===== config.mk =====
export PLATFORM = sky130hd
export DESIGN_NAME = mdio_master_flat
export DESIGN_NICKNAME = d
export VERILOG_FILES = /design/src/rtl/mdio_pkg.sv /design/src/rtl/mdio_master_if.sv /design/src/rtl/mdio_tick_gen.sv /design/src/rtl/mdio_master.sv /design/src/flat_wrapper.sv
export SDC_FILE = /design/constraint.sdc
export NUM_CORES = 1
export LEC_CHECK = 0
export CORE_ASPECT_RATIO = 0.75
export CORE_MARGIN = 3
export CORE_UTILIZATION = 55
export CTS_BUF_LIST = sky130_fd_sc_hd__clkbuf_8 sky130_fd_sc_hd__clkbuf_16
export CTS_CLUSTER_DIAMETER = 40
export DETAILED_ROUTE_END_ITERATION = 10
export PLACE_DENSITY = 0.91
export REMOVE_ABC_BUFFERS = 1
export SLEW_MARGIN = 20
export SYNTH_ARGS = -nofsm -noshare
export SYNTH_HDL_FRONTEND = slang
export SYNTH_SLANG_ARGS = --single-unit

===== constraint.sdc =====
create_clock -name clk -period 6.49 [get_ports clk]
set_input_delay 0.9735 -clock clk [delete_from_list [all_inputs] [get_ports clk]]
set_output_delay 0.9735 -clock clk [all_outputs]
set_load 0.1 [all_outputs]

===== src/rtl/mdio_pkg.sv =====
// Shared MDIO frame constants, FSM state type and request decode helper.
package mdio_pkg;

   localparam logic [1:0] ST_CL22     = 2'b01;
   localparam logic [1:0] ST_CL45     = 2'b00;

   localparam logic [1:0] OP22_WR     = 2'b01;
   localparam logic [1:0] OP22_RD     = 2'b10;
   localparam logic [1:0] OP45_ADDR   = 2'b00;
   localparam logic [1:0] OP45_WR     = 2'b01;
   localparam logic [1:0] OP45_RD_INC = 2'b10;
   localparam logic [1:0] OP45_RD     = 2'b11;

   localparam logic [1:0] TA_DRIVE    = 2'b10;

   localparam int HDR_BITS  = 14;
   localparam int TA_BITS   = 2;
   localparam int DATA_BITS = 16;

   typedef enum logic [2:0] {
      S_IDLE,
      S_PRE,
      S_HDR,
      S_TA,
      S_DATA,
      S_DONE
   } state_t;

   function automatic logic is_read(input logic cl45, input logic [1:0] op);
      return cl45 ? (op == OP45_RD || op == OP45_RD_INC) : (op == OP22_RD);
   endfunction

endpackage


===== src/rtl/mdio_master_if.sv =====
// Request/response bus between a register-access controller and the MDIO master.
interface mdio_master_if;

   logic        op_valid;
   logic        op_ready;
   logic        op_cl45;
   logic [1:0]  op_code;
   logic [4:0]  op_phya;
   logic [4:0]  op_rega;
   logic [15:0] op_din;
   logic [15:0] op_dout;
   logic        op_done;
   logic        op_err;

   modport master (
      output op_valid, op_cl45, op_code, op_phya, op_rega, op_din,
      input  op_ready, op_dout, op_done, op_err
   );

   modport slave (
      input  op_valid, op_cl45, op_code, op_phya, op_rega, op_din,
      output op_ready, op_dout, op_done, op_err
   );

endinterface


===== src/rtl/mdio_tick_gen.sv =====
// MDC phase divider: flags the last cycle of each MDC half-period so the FSM
// acts on the following edge (rise_tick -> MDC goes high, fall_tick -> next bit).
module mdio_tick_gen #(
   parameter int DIV = 1000
) (
   input  logic clk,
   input  logic rst,
   input  logic restart,
   output logic fall_tick,
   output logic rise_tick
);

   localparam int            W    = (DIV > 1) ? $clog2(DIV) : 1;
   localparam logic [W-1:0]  LAST = W'(DIV - 1);

   logic [W-1:0] cnt;
   logic         high;

   always_ff @(posedge clk or posedge rst) begin
      if (rst) begin
         cnt  <= '0;
         high <= 1'b0;
      end else if (restart) begin
         cnt  <= '0;
         high <= 1'b0;
      end else if (cnt == LAST) begin
         cnt  <= '0;
         high <= ~high;
      end else begin
         cnt  <= cnt + W'(1);
      end
   end

   assign rise_tick = !high && (cnt == LAST);
   assign fall_tick =  high && (cnt == LAST);

endmodule


===== src/rtl/mdio_master.sv =====
// MDIO management master: one Clause 22/45 frame per accepted request, with
// registered pin outputs and read-turnaround error detection.
module mdio_master
   import mdio_pkg::*;
#(
   parameter int DIV     = 1000,
   parameter int PRE_LEN = 32,
   parameter int CL45_EN = 1
) (
   input  logic          clk,
   input  logic          rst,
   output logic          mdc,
   output logic          mdio_o,
   output logic          mdio_oe,
   input  logic          mdio_i,
   mdio_master_if.slave  bus
);

   localparam logic [5:0] PRE_LAST  = 6'((PRE_LEN > 0) ? PRE_LEN - 1 : 0);
   localparam logic [5:0] HDR_LAST  = 6'(HDR_BITS - 1);
   localparam logic [5:0] TA_LAST   = 6'(TA_BITS - 1);
   localparam logic [5:0] DATA_LAST = 6'(DATA_BITS - 1);

   state_t       state;
   logic [5:0]   cnt;
   logic [31:0]  sr;
   logic [15:0]  rd_sr;
   logic         rd;
   logic         ta_err;

   logic         accept;
   logic         reject;
   logic         fall_tick;
   logic         rise_tick;
   logic [31:0]  frame;

   assign accept = bus.op_valid && bus.op_ready;
   assign reject = bus.op_cl45 && (CL45_EN == 0);
   assign frame  = {bus.op_cl45 ? ST_CL45 : ST_CL22, bus.op_code,
                    bus.op_phya, bus.op_rega, TA_DRIVE, bus.op_din};

   mdio_tick_gen #(.DIV(DIV)) u_tick (
      .clk       (clk),
      .rst       (rst),
      .restart   (accept),
      .fall_tick (fall_tick),
      .rise_tick (rise_tick)
   );

   // NOTE: all state and pin outputs use non-blocking assignments so every
   // register updates from pre-edge values, independent of statement order.
   always_ff @(posedge clk or posedge rst) begin
      if (rst) begin
         state       <= S_IDLE;
         mdc         <= 1'b0;
         mdio_o      <= 1'b1;
         mdio_oe     <= 1'b0;
         bus.op_ready <= 1'b1;
         bus.op_dout <= '0;
         bus.op_done <= 1'b0;
         bus.op_err  <= 1'b0;
         cnt         <= '0;
         sr          <= '0;
         rd_sr       <= '0;
         rd          <= 1'b0;
         ta_err      <= 1'b0;
      end else begin
         bus.op_done <= 1'b0;
         bus.op_err  <= 1'b0;
         case (state)
            S_IDLE: begin
               if (accept) begin
                  bus.op_ready <= 1'b0;
                  rd           <= is_read(bus.op_cl45, bus.op_code);
                  ta_err       <= 1'b0;
                  if (reject) begin
                     bus.op_done <= 1'b1;
                     bus.op_err  <= 1'b1;
                     state       <= S_DONE;
                  end else if (PRE_LEN > 0) begin
                     state   <= S_PRE;
                     cnt     <= PRE_LAST;
                     mdio_o  <= 1'b1;
                     mdio_oe <= 1'b1;
                     sr      <= frame;
                  end else begin
                     state   <= S_HDR;
                     cnt     <= HDR_LAST;
                     mdio_o  <= frame[31];
                     mdio_oe <= 1'b1;
                     sr      <= {frame[30:0], 1'b0};
                  end
               end
            end

            S_DONE: begin
               bus.op_ready <= 1'b1;
               state        <= S_IDLE;
            end

            default: begin
               if (rise_tick) begin
                  mdc <= 1'b1;
                  if (state == S_TA && cnt == '0) ta_err <= mdio_i;
                  if (state == S_DATA) rd_sr <= {rd_sr[14:0], mdio_i};
               end
               if (fall_tick) begin
                  mdc <= 1'b0;
                  if (state == S_DATA && cnt == '0) begin
                     state       <= S_DONE;
                     bus.op_done <= 1'b1;
                     bus.op_err  <= rd && ta_err;
                     if (rd) bus.op_dout <= rd_sr;
                     mdio_oe     <= 1'b0;
                     mdio_o      <= 1'b1;
                  end else begin
                     // Preamble holds the line at '1'; every other bit shifts out MSB first.
                     if (state != S_PRE || cnt == '0) begin
                        mdio_o <= sr[31];
                        sr     <= {sr[30:0], 1'b0};
                     end
                     if (cnt != '0) begin
                        cnt <= cnt - 6'd1;
                     end else begin
                        case (state)
                           S_PRE: begin
                              state <= S_HDR;
                              cnt   <= HDR_LAST;
                           end
                           S_HDR: begin
                              state   <= S_TA;
                              cnt     <= TA_LAST;
                              mdio_oe <= !rd;
                           end
                           default: begin
                              state <= S_DATA;
                              cnt   <= DATA_LAST;
                           end
                        endcase
                     end
                  end
               end
            end
         endcase
      end
   end

endmodule


===== src/flat_wrapper.sv =====
// flat-port wrapper written by rule: the top's interface ports become plain ports
module mdio_master_flat import mdio_pkg::*;
#(
   parameter int DIV     = 1000,
   parameter int PRE_LEN = 32,
   parameter int CL45_EN = 1
)
  (clk, rst, mdc, mdio_o, mdio_oe, mdio_i, bus_op_valid, bus_op_cl45, bus_op_code, bus_op_phya, bus_op_rega, bus_op_din, bus_op_ready, bus_op_dout, bus_op_done, bus_op_err);
  mdio_master_if bus_i ();
  input  logic clk;
  input  logic rst;
  output logic mdc;
  output logic mdio_o;
  output logic mdio_oe;
  input  logic mdio_i;
  input wire logic [$bits(bus_i.op_valid)-1:0] bus_op_valid;
  input wire logic [$bits(bus_i.op_cl45)-1:0] bus_op_cl45;
  input wire logic [$bits(bus_i.op_code)-1:0] bus_op_code;
  input wire logic [$bits(bus_i.op_phya)-1:0] bus_op_phya;
  input wire logic [$bits(bus_i.op_rega)-1:0] bus_op_rega;
  input wire logic [$bits(bus_i.op_din)-1:0] bus_op_din;
  output wire logic [$bits(bus_i.op_ready)-1:0] bus_op_ready;
  output wire logic [$bits(bus_i.op_dout)-1:0] bus_op_dout;
  output wire logic [$bits(bus_i.op_done)-1:0] bus_op_done;
  output wire logic [$bits(bus_i.op_err)-1:0] bus_op_err;
  assign bus_i.op_valid = bus_op_valid;
  assign bus_i.op_cl45 = bus_op_cl45;
  assign bus_i.op_code = bus_op_code;
  assign bus_i.op_phya = bus_op_phya;
  assign bus_i.op_rega = bus_op_rega;
  assign bus_i.op_din = bus_op_din;
  assign bus_op_ready = bus_i.op_ready;
  assign bus_op_dout = bus_i.op_dout;
  assign bus_op_done = bus_i.op_done;
  assign bus_op_err = bus_i.op_err;
  mdio_master #(.DIV(DIV), .PRE_LEN(PRE_LEN), .CL45_EN(CL45_EN)) u_core (.clk(clk), .rst(rst), .mdc(mdc), .mdio_o(mdio_o), .mdio_oe(mdio_oe), .mdio_i(mdio_i), .bus(bus_i));
endmodule

# Yosys cells after proc, flatten, opt, wreduce, memory -nomap -nowiden

Index checks and enable logic that the tools add are counted.

Add/sub/neg operators: 2
Equality and inequality tests: 13
Muxes and demuxes: 46
Bitwise operators: 3
Reductions and logical operators: 35

Operators with widths:

| kind                  | count |
|---|---|
| $mux 32               | 4 |
| $pmux 32 s2           | 1 |
| $mux 6                | 4 |
| $mux 1                | 23 |
| $mux 10               | 2 |
| $reduce_and 4->1      | 4 |
| $reduce_bool 2->1     | 7 |
| $mux 3                | 4 |
| $pmux 3 s2            | 2 |
| $pmux 6 s2            | 1 |
| $add 10x1->10 const B | 1 |
| $eq 10x10->1 const B  | 1 |
| $reduce_and 5->1      | 2 |
| $reduce_bool 3->1     | 3 |
| $pmux 1 s2            | 4 |
| $pmux 4 s2            | 1 |
| $eq 3x2->1 const B    | 2 |
| $eq 3x3->1 const B    | 2 |
| $logic_and 1x1->1     | 6 |
| $logic_not 6->1       | 1 |
| $reduce_and 2->1      | 3 |
| $reduce_and 3->1      | 2 |
| $reduce_bool 6->1     | 1 |
| $sub 6x1->6 const B   | 1 |
| other kinds (12)      | 17 |

Bits in registers: 92
Bits of input ports: 33
Output and inout bits: 22
Logic and storage cells: 114

# Depth between registers and ports, before layout

Gate-level depths: netlist of the first run.

Word-level depth: 6
Depth in mapped cells: 8
Gate-level depth less buffers: 6

# By module

A second synthesis of the first run with hierarchy kept.

Cell total of the unflattened synthesis: 419
Area, all modules: 4463.0 um^2

By module, submodules not included:

| module        | times used | cells each | area an instance (um^2) | seq. area each (um^2) |
|---|---|---|---|---|
| mdio_master   | 1          | 357        | 3857.4                  | 2029.4 |
| mdio_tick_gen | 1          | 62         | 605.6                   | 275.3 |

# Worst setup path after synthesis of the first run

OpenSTA, ideal clock, no wires.

Path type: register to register
Start: register u_core.cnt[0]
End: register u_core.bus.op_dout[0]
Library setup time: 0.125 ns
Data arrival time: 2.321 ns
Required time: 6.365 ns
Slack: 4.044 ns
Stages on the path, launching flop included: 9
Buffers on the path: 2
Clock period less this slack: 2.446 ns
Cell sequence: dfrtp_1 inv_1 ha_1 or4b_4 buf_6 nor4_4 nand4_4 buf_6 mux2_4

Cells in the longest elaborated chain, start to end: 3

RTL lines:

| element                    | RTL line             | text |
|---|---|---|
| start, declared            | mdio_master.sv:25    | `logic [5:0] cnt;` |
| start signal, assigned     | mdio_master.sv:123   | `cnt <= cnt - 6'd1;` |
| $logic_not 6->1            | mdio_master.sv:109   | `if (state == S_DATA && cnt == '0) begin` |
| $logic_and 1x1->1          | mdio_master.sv:109   |  |
| $reduce_and 4->1 (no line) | n/a                  |  |
| end signal, assigned       | mdio_master.sv:113   | `if (rd) bus.op_dout <= rd_sr;` |
| end, declared              | mdio_master_if.sv:22 | `output op_ready, op_dout, op_done, op_err` |

No other way between the ends.
A chain may end at the register's enable or synchronous reset.

# Final worst setup path of the first run

Start: register u_core.bus.op_ready
End: output port bus_op_ready

RTL lines:

| element                | RTL line             | text |
|---|---|---|
| start, declared        | mdio_master_if.sv:22 |  |
| start signal, assigned | mdio_master.sv:58    | `bus.op_ready <= 1'b1;` |
| start signal, assigned | mdio_master.sv:73    | `bus.op_ready <= 1'b0;` |
| start signal, assigned | mdio_master.sv:97    | `bus.op_ready <= 1'b1;` |
| end, declared          | flat_wrapper.sv:22   | `output wire logic [$bits(bus_i.op_ready)-1:0] bus_op_ready;` |

No word-level cell between the ends.

==> results of run 1 <==
==> area by class of cell <==
type,instances,area share [%]
inverter,13,0.941
clock buffer,11,2.85
timing repair buffer,57,10.6
clock inverter,5,0.799
multi-input combinational,301,39.1
sequential,92,43.3
tap,105,2.47
==> registers in the layout (all words and copies together) (netlist names), named ones only <==
name	count
u_core.sr	32
u_core.bus.op_dout	16
u_core.rd_sr	16
u_core.u_tick.cnt	10
u_core.cnt	6
u_core.state	2
u_core.bus.op_done	1
u_core.bus.op_err	1
u_core.bus.op_ready	1
u_core.mdc	1
u_core.mdio_o	1
u_core.mdio_oe	1
u_core.rd	1
u_core.ta_err	1
u_core.u_tick.high	1
==> routing by layer <==
metal	vias up	track usage, %	part of all wire (%)
li1	1586	-	-
met1	1644	27.7	44
met2	123	33.9	49
met3	8	5.76	6.6
met4	0	4.59	0.70
met5	-	0	0
==> cell usage after synthesis, types with 2 or more instances <==
cell type and n:
o2bb2ai_1 4, nand2_1 93, a221oi_1 2, mux2_2 49, inv_1 13, clkbuf_1 14
a2111oi_0 2, mux2_4 10, buf_1 2, nand3_1 6, buf_2 2, or2_2 2
a21oi_1 11, o22ai_1 2, a31oi_1 2, nor4_1 4, ha_1 2, dfrtp_1 90
buf_6 3, and2_1 2, a211o_1 3, and4_1 2, a41oi_1 2, nor3_1 17
or3_1 4, mux2i_1 3, nand2b_1 4, xnor2_1 7, o31ai_1 3, nor2b_1 2
buf_4 3, dfstp_2 2, nor2_1 25, xor2_1 2, a21o_1 4, o21ai_0 9
==> per-stage QoR <==
stage	utilization [%]	power (W)	std cells
after CTS	66.9	0.000996	584
after global placement	64.5	0.000623	568
final	66.9	0.000987	584
after global routing	66.9	0.00102	584
after detailed placement	64.5	0.000625	568
after floorplan	-	0.000599	406
==> worst paths after layout <==
| check | endpoint | slack, ns | depth (start not counted) |
|---|---|---|---|
| max | bus_op_ready | 3.42 | 1 |
| min | u_core.u_tick.cnt[0] | 0.49 | 1 |
| max reg2reg | u_core.bus.op_dout[3] | 3.68 | 6 |
| min reg2reg | u_core.u_tick.cnt[0] | 0.49 | 1 |
| max in group asynchronous | u_core.mdio_oe | 4.41 | 3 |
| min in group asynchronous | u_core.bus.op_dout[9] | 0.93 | 2 |
==> power breakdown <==
part	leakage (nW)	total [W]	switching, W	internal, W
sequential	1.23	0.000573	0	0.000573
clock	0.0965	0.000375	0.000210	0.000164
combinational	1.21	0.0000394	0.0000192	0.0000201
==> worst reg2reg max path, delay by kind of cell, from the launching register on <==
family                     cells  cell delay (ns)
adders and majority gates      1             0.26
buffers and inverters          1             0.08
DFF                            1             0.41
muxes                          1             0.43
and+or+nand+nor                3             1.52
==> cells by family after synthesis <==
family,Yosys count,share of synthesized area [%]
AND/OR/NAND/NOR,172,18.1
flip-flops,92,50.8
multiplexers,63,16.4
AO/OA/AOI/OAI,55,8.60
buffers and inverters,37,3.86
XOR/XNOR,9,1.74
adder cells (fa/ha/maj),2,0.551
==> cells in the final DEF (no fill, tap or decap), drive strengths merged, types with 9 or more instances in the layout <==
master	n
a21oi	11
clkbuf	11
clkdlybuf4s50	54
dfrtp	90
inv	14
mux2	60
nand2	93
nor2	25
nor3	17
o21ai	9
==> impl_metrics.yaml, run 1 <==
status:
  status: "finished clean"
placed_design:
  gp_congestion: 0.887
  placed_area_sq_um: 5130
  io_buffer_count: 54
  dp_hpwl_mm: 6.49
  dpl_worst_slack_ns: 3.45
timing:
  slew_viol_final: 0
  whs_ns: 0.493
  max_freq_mhz: 325
  finalSetupTns_ns: 0
  final.setup.worst_slack_ns: 3.42
  setup_viol: 0
  min_period_over_period_pct: 47.4
  hold_viol: 0
  period_minus_slack_ns: 3.07
  slew_headroom_pct: 26.3
  rsz0062_at_grt: "false"
  skew_ns: 0.00776
  tightest_slew_ns: 1.11
logic_synthesis:
  avgSynthCellArea_sq_um: 10.6
  async_reset_ff_share_pct: 100
  yosys_register_bits: 92
  yosysSeqAreaShare_pct: 50.8
  synth_top_area_share_pct: 49.6
  netlist_instances: 430
  yosys.area.top_type: "dfrtp_1"
  synth_cell_types: 59
  synth_edf_count: 0
  synth_area_leaders: "dfrtp_1, mux2_2, nand2_1"
  ys.flop_type: "dfrtp_1"
  yosys_warnings: 0
  netlist_area_sq_um: 4540
setup_path:
  cp-start-kind: "flip-flop"
  cp_num_buf_inv: 1
  cp_cell_sequence: "clkdlybuf4s50_1"
  critical_path.reg2reg.startpoint: "u_core.cnt[0]"
  slowest_delay_ns: 1.15
  crit_family: "buffers and inverters"
  slowest_stage: "clkdlybuf4s50_1"
  startpoint: "u_core.bus.op_ready"
  critical_path_required_ns: 5.52
  critPathArrivalTime_ns: 2.10
  critical_path_class: "reg2out"
  worstSetupEndpointType: "output port"
  crit_fanout: 7
die:
  die-area_sq_um: 9390
  start_util_pct: 57.0
  die_x_um: 111
  ioPinCount: 55
  fp.dieH_um: 84.7
  num_rows: 28
  core-area_sq_um: 7950
power:
  p_per_area_nw_per_um2: 185
  p_leak_nw: 2.54
  ir_drop_uv: 106
global_route:
  grt_max_degree: 67
  grt_pass1_wl_mm: 15.9
  grt_pass1_vias: 3361
  antenna_found_initial: 0
  grtUsageTotal_pct: 20.6
  grt_overflow: 0
final_layout:
  area_growth_syn_to_layout_pct: 17.3
  register_area_sq_um: 2300
  multi_input_area_sq_um: 2080
  antenna_cells: 0
  final_area_sq_um: 5320
  drive_gt1_share_pct: 19.0
  fillers: 623
  nets: 509
drt:
  vias: 3361
  via_per_inst: 5.76
  drt_iter0_markers: 225
  finalWirelength_mm: 9.35
  first_pass_iters: 5
  drc_errors: 0
  wl_per_cell_um: 16.0
  postRouteAntennaNets: 0
clocking:
  clock_sinks: 92
  cts_tree: "built"
  root_buffer: "clkbuf_8"
  cts_hold_buffers: 0
  clockBufferDepth: 2
  path_clk_slew_ns: 0.09
  numCtsBuffers: 9
  htreeDepth: 3
  cts_setup_buffers: 0
  clkLatencyLatePin_ns: 0.36
  cts_resized: 0
job:
  drv_cap: 0
min_path:
  hp-start: "u_core.u_tick.cnt[0]"
  min_path_type: "reg2reg"
No activity file was read; power rests on OpenSTA's default activity.
==> run 2: changes to the inputs <==
Settings changed: CORE_UTILIZATION 55 to 50, PLACE_DENSITY 0.91 to 0.88.
Clock period 6.49 ns to 2.5 ns, I/O delays scaled along.
==> run 2 against run 1 <==
Effect of this change:
- flip-flop and latch count unchanged
- cell count increased by 3.4%
- via count rose by 0.89%
- critical endpoint is now u_core.sr[9]
- largest cell class unchanged
==> impl_metrics.yaml, run 2 (same netlist as run 1, synthesis figures left out) <==
drt:
  finalWirelength_mm: 9.76
  first_pass_iters: 4
  vias: 3391
  drc_errors: 0
  postRouteAntennaNets: 0
  drt_iter0_markers: 161
  wl_per_cell_um: 16.2
  via_per_inst: 5.61
die:
  core-area_sq_um: 8640
  die_x_um: 116
  die-area_sq_um: 10300
  fp.dieH_um: 88.5
  num_rows: 29
  start_util_pct: 52.5
  ioPinCount: 55
final_layout:
  area_growth_syn_to_layout_pct: 22.3
  final_cell_mix: "nand2_1, dfrtp_1, mux2_2, buf_4, clkdlybuf4s50_1"
  stdcell_count: 604
  antenna_cells: 0
  nets: 528
  fillers: 666
  largest_reg_flops: 32
  final_common_cell: "nand2_1"
  register_area_sq_um: 2300
  reg_top3: "u_core.sr: 32 flops, u_core.bus.op_dout: 16 flops, u_core.rd_sr: 16 flops"
  drive_gt1_share_pct: 26.2
  final_area_sq_um: 5550
  multi_input_area_sq_um: 2070
  largest_register: "u_core.sr"
timing:
  slew_viol_final: 0
  finalSetupTns_ns: 0
  final.setup.worst_slack_ns: 0.151
  rsz0062_at_grt: "false"
  min_period_over_period_pct: 94.0
  tightest_slew_ns: 0.648
  period_minus_slack_ns: 2.35
  hold_viol: 0
  skew_ns: 0.00737
  max_freq_mhz: 426
  slew_headroom_pct: 56.8
  setup_viol: 0
power:
  p_leak_nw: 2.74
  internal_power_w: 0.00234
  p_per_area_nw_per_um2: 530
  p_comb_share_pct: 3.7
  power_frac_clock_pct: 45.7
  netSwitchingPower_w: 0.000605
  p_sw_share_pct: 20.6
  p_seq_share_pct: 50.6
  ir_drop_uv: 427
placed_design:
  gp_congestion: 0.942
  dpl_worst_slack_ns: 0.0431
  placed_area_sq_um: 5240
  dp_hpwl_mm: 6.91
  io_buffer_count: 54
  dp.cells: 589
clocking:
  clock_sinks: 92
  root_buffer: "clkbuf_16"
  cts_setup_buffers: 0
  clkLatencyLatePin_ns: 0.35
  cts_tree: "built"
  htreeDepth: 3
  cts_resized: 0
  cts_hold_buffers: 0
  clockBufferDepth: 2
  numCtsBuffers: 9
  path_clk_slew_ns: 0.06
setup_path:
  r2r_cells: 7
  critical_path_class: "reg2reg"
  critical_path.reg2reg.startpoint: "u_core.cnt[0]"
  worstSetupEndpointType: "flip-flop"
  r2r_end: "u_core.sr[9]"
  cp-start-kind: "flip-flop"
  critPathArrivalTime_ns: 2.58
  crit_fanout: 31
  r2r_setup_slack_ns: 0.15
  startpoint: "u_core.cnt[0]"
  critical_path_required_ns: 2.73
job:
  drv_cap: 0
global_route:
  grt_max_degree: 36
  grt_pass1_vias: 3438
  busiest_layer: "met2"
  met3_usage_pct: 6.43
  grt_util_met2_pct: 33.0
  grt_overflow: 0
  grtUsageMet1_pct: 27.9
  grtUsageTotal_pct: 20.6
  antenna_found_initial: 0
  grt_pass1_wl_mm: 16.6
min_path:
  min_path_type: "in2async"
status:
  status: "finished clean"
[run 2: cell count changes in the layout (fill, tap and decap cells not counted)]
cell and delta:
buf_12 +4, buf_4 +37, bufinv_16 +1, clkbuf_16 +9, clkbuf_8 -10, clkdlybuf4s50_1 -22
clkinv_2 +1, clkinv_4 -1, inv_6 -2, nor4_2 +1, nor4_4 -1
[run 2: stage by stage]
step / power [W] / utilization, % / hold WS, ns
after floorplan: 0.00155 / - / 0.452
after global placement: 0.00162 / 60.7 / 0.461
after detailed placement: 0.00163 / 60.7 / 0.477
after CTS: 0.00296 / 64.0 / 0.375
after global routing: 0.00303 / 64.3 / 0.397
final: 0.00294 / 64.3 / 0.365
[run 2: layer usage]
| metal | part of all wire, % | vias to the layer above |
|---|---|---|
| met3 | 6.4 | 9 |
| met2 | 48 | 109 |
| li1 | - | 1622 |
| met5 | 0 | - |
| met4 | 0.94 | 0 |
| met1 | 45 | 1651 |
[run 2: power groups by stage]
stage	registers [W]	clock network [W]	logic, W
5_1_grt	0.00149	0.00142	0.000122
2_1_floorplan	0.00152	0	0.0000377
6_report	0.00149	0.00134	0.000108
3_5_place_dp	0.00152	0	0.000110
4_1_cts	0.00149	0.00136	0.000111
3_3_place_gp	0.00152	0	0.000107
[run 2: final cells by class]
| cell class | instances | area share (%) |
|---|---|---|
| Sequential cell | 92 | 41.5 |
| Multi-Input combinational cell | 301 | 37.3 |
| Timing Repair Buffer | 76 | 12.6 |
| Clock buffer | 10 | 4.31 |
| Tap cell | 108 | 2.43 |
| Clock inverter | 4 | 0.924 |
| Inverter | 13 | 0.902 |
[run 2: worst max-delay path by stage]
| stage | endpoint | slack [ns] | depth (start not counted) |
|---|---|---|---|
| after floorplan | u_core.sr[10] | -2.35 | 4 |
| after global placement | u_core.bus.op_dout[7] | 0.1 | 6 |
| after detailed placement | u_core.bus.op_dout[7] | 0.04 | 6 |
| after CTS | u_core.bus.op_dout[3] | 0.01 | 6 |
| after global routing | u_core.sr[9] | 0.06 | 7 |
| final | u_core.sr[9] | 0.15 | 7 |
[run 2: worst max-delay path, cell delays in order (launching register included)]
cell	delay (ns)
dfrtp_1	0.39
inv_1	0.09
ha_1	0.16
or4b_4	0.54
a21o_1	0.23
a211oi_4	0.21
buf_12	0.24
mux2_2	0.36
==> run 3: changes to the inputs <==
Settings changed: ABC_AREA from default to 1.
==> run 3 against run 2 <==
Effect of this change:
- total power up 100%
- cell count up 4.3%
- area after synthesis down 0.97%
- sequential share of layout area up 1.8 points
- flip-flop and latch count unchanged
- first-iteration DRC count up 13%
- die area down 0.91%
- combinational power rose to 24 times the previous value
- non-clock buffer count down 15
==> impl_metrics.yaml, run 3 <==
logic_synthesis:
  netlist_instances: 464
  avgSynthCellArea_sq_um: 9.68
  synth_area_leaders: "dfrtp_1, nand2_1, o21ai_2"
  synth_cell_types: 35
  async_reset_ff_share_pct: 100
  synth_top_area_share_pct: 50.1
  yosys.area.top_type: "dfrtp_1"
  synth_edf_count: 0
  netlist_area_sq_um: 4490
  yosysSeqAreaShare_pct: 51.3
  synthTopCellsByCount: "nand2_1, dfrtp_1, inv_1"
  ys.flop_type: "dfrtp_1"
  synthMostInstantiatedCell: "nand2_1"
  yosys_register_bits: 92
  yosys_warnings: 0
drt:
  via_per_inst: 5.15
  vias: 3247
  drc_errors: 0
  finalWirelength_mm: 8.63
  first_pass_iters: 4
  drt_iter0_markers: 182
  wl_per_cell_um: 13.7
  postRouteAntennaNets: 0
timing:
  skew_ns: 0.00691
  tightest_slew_ns: 0.563
  whs_ns: 0.345
  slew_headroom_pct: 62.4
  rsz0062_at_grt: "false"
  slew_viol_final: 0
  period_minus_slack_ns: 1.99
  hold_viol: 0
  min_period_over_period_pct: 79.7
  setup_viol: 0
  final.setup.worst_slack_ns: 0.509
  max_freq_mhz: 502
setup_path:
  worstSetupEndpointType: "flip-flop"
  crit_family: "simple AND/OR/NAND/NOR gates"
  crit_fanout: 32
  critical_path_class: "reg2reg"
  critPathArrivalTime_ns: 2.23
  slowest_delay_ns: 0.43
  cp-start-kind: "flip-flop"
  cp_num_buf_inv: 1
  cp_cell_sequence: "ha_1 -> nand2_1 -> nor2_4 -> nand2_2 -> inv_2 -> nand3_2 -> o21ai_0"
  slowest_stage: "nand3_2"
  critical_path_required_ns: 2.74
clocking:
  root_buffer: "clkbuf_16"
  clkLatencyLatePin_ns: 0.34
  htreeDepth: 3
  numCtsBuffers: 9
  cts_tree: "built"
  clock_sinks: 92
  clockBufferDepth: 2
  cts_hold_buffers: 0
  cts_resized: 0
  cts_setup_buffers: 0
  path_clk_slew_ns: 0.07
global_route:
  grt_max_degree: 65
  grtUsageTotal_pct: 18.8
  antenna_found_initial: 0
  grt_pass1_wl_mm: 14.9
  grtUsageMet1_pct: 25.2
  busiest_layer: "met2"
  grt_overflow: 0
  grt_pass1_vias: 3147
  grt_util_met2_pct: 29.2
  met3_usage_pct: 6.42
power:
  internal_power_w: 0.00348
  ir_drop_uv: 765
  p_sw_share_pct: 41.8
  p_per_area_nw_per_um2: 1120
  power_frac_clock_pct: 21.1
  p_seq_share_pct: 36.4
  p_comb_share_pct: 42.5
  p_leak_nw: 2.53
  netSwitchingPower_w: 0.00250
final_layout:
  drive_gt1_share_pct: 25.9
  antenna_cells: 0
  area_growth_syn_to_layout_pct: 18.3
  fillers: 724
  final_area_sq_um: 5310
  largest_register: "u_core.sr"
  final_common_cell: "nand2_1"
  reg_top3: "u_core.sr: 32 flops, u_core.bus.op_dout: 16 flops, u_core.rd_sr: 16 flops"
  largest_reg_flops: 32
  final_cell_mix: "nand2_1, dfrtp_1, inv_1, nand2_2"
  nets: 552
  stdcell_count: 630
die:
  core-area_sq_um: 8600
  start_util_pct: 52.2
  fp.dieH_um: 88.1
  num_rows: 29
  die_x_um: 115
  ioPinCount: 55
  die-area_sq_um: 10200
status:
  status: "finished clean"
placed_design:
  placed_area_sq_um: 5040
  io_buffer_count: 54
  dp_hpwl_mm: 6.23
  dpl_worst_slack_ns: 0.398
  dp.cells: 614
  gp_congestion: 0.932
min_path:
  min_path_type: "in2async"
job:
  drv_cap: 0
## run 3: cell count changes in the layout (fill, tap and decap cells not counted), moves of 7 or more
cell,change
a21oi_1,-7
inv_1,+26
mux2i_1,+22
xnor2_1,-7
buf_4,-13
nor3_1,-14
mux2_4,-10
mux2_2,-49
o21ai_1,+26
o21ai_0,+15
o21ai_2,+32
nand2_2,+34
## run 3: path summary, 6_finish.rpt
check                                          start                   end  slack [ns]  depth (start not counted)
worst max-delay path            u_core.u_tick.cnt[0]      u_core.rd_sr[14]        0.51                          7
worst min-delay path                             rst          u_core.sr[8]        0.35                          2
worst max register to register  u_core.u_tick.cnt[0]      u_core.rd_sr[14]        0.51                          7
worst min register to register  u_core.u_tick.cnt[0]  u_core.u_tick.cnt[0]        0.47                          1
max in group asynchronous                        rst   u_core.bus.op_ready        1.50                          3
min in group clk                u_core.u_tick.cnt[0]  u_core.u_tick.cnt[0]        0.47                          1
## run 3: metrics by stage
stage / util, % / setup TNS [ns] / power [W]
6_report: 61.8 / 0 / 0.00598
5_1_grt: 61.8 / 0 / 0.00641
4_1_cts: 61.8 / 0 / 0.00603
3_5_place_dp: 58.6 / 0 / 0.00475
3_3_place_gp: 58.6 / 0 / 0.00463
2_1_floorplan: - / -26.58 / 0.00419
## run 3: cell type report
cell class | count | area [sq um] | share of cell area [%]
inverters | 43 | 163 | 3.06
clock buffers | 9 | 225 | 4.24
clock inverters | 7 | 51.3 | 0.965
well taps | 108 | 135 | 2.54
flip-flops and latches | 92 | 2300 | 43.4
multi-input cells | 310 | 1870 | 35.2
repair buffers | 61 | 563 | 10.6
## run 3: power groups by stage
stage / Combinational (W) / Sequential (W) / Clock [W]
after CTS: 0.00256 / 0.00218 / 0.00129
after floorplan: 0.00188 / 0.00231 / 0
final: 0.00254 / 0.00217 / 0.00126
after global placement: 0.00246 / 0.00218 / 0
after detailed placement: 0.00255 / 0.00220 / 0
after global routing: 0.00283 / 0.00222 / 0.00135
## run 3: cells by family (layout without fill, tap and decap cells)
logic type / Yosys count / after routing / synth area share, %
muxes: 25 / 25 / 5.57
AOI/OAI and AO/OA: 90 / 90 / 13.1
xor gates and xnor gates: 4 / 4 / 0.780
and+or+nand+nor: 189 / 189 / 21.7
buffers and inverters: 62 / 120 / 7.05
adders and majority gates: 2 / 2 / 0.557
DFF: 92 / 92 / 51.3
## run 3: worst register-to-register path, stage by stage (launching register included)
cell and delay, ns:
dfrtp_1 0.38, ha_1 0.20, nand2_1 0.13, nor2_4 0.16, nand2_2 0.12, inv_2 0.09
nand3_2 0.43, o21ai_0 0.39
## run 3: layer usage
metal | routed length [um] | share of wire [%]
met5 | 0 | 0
met4 | 119 | 1.4
met3 | 515 | 6.0
met2 | 3950 | 46
met1 | 4050 | 47
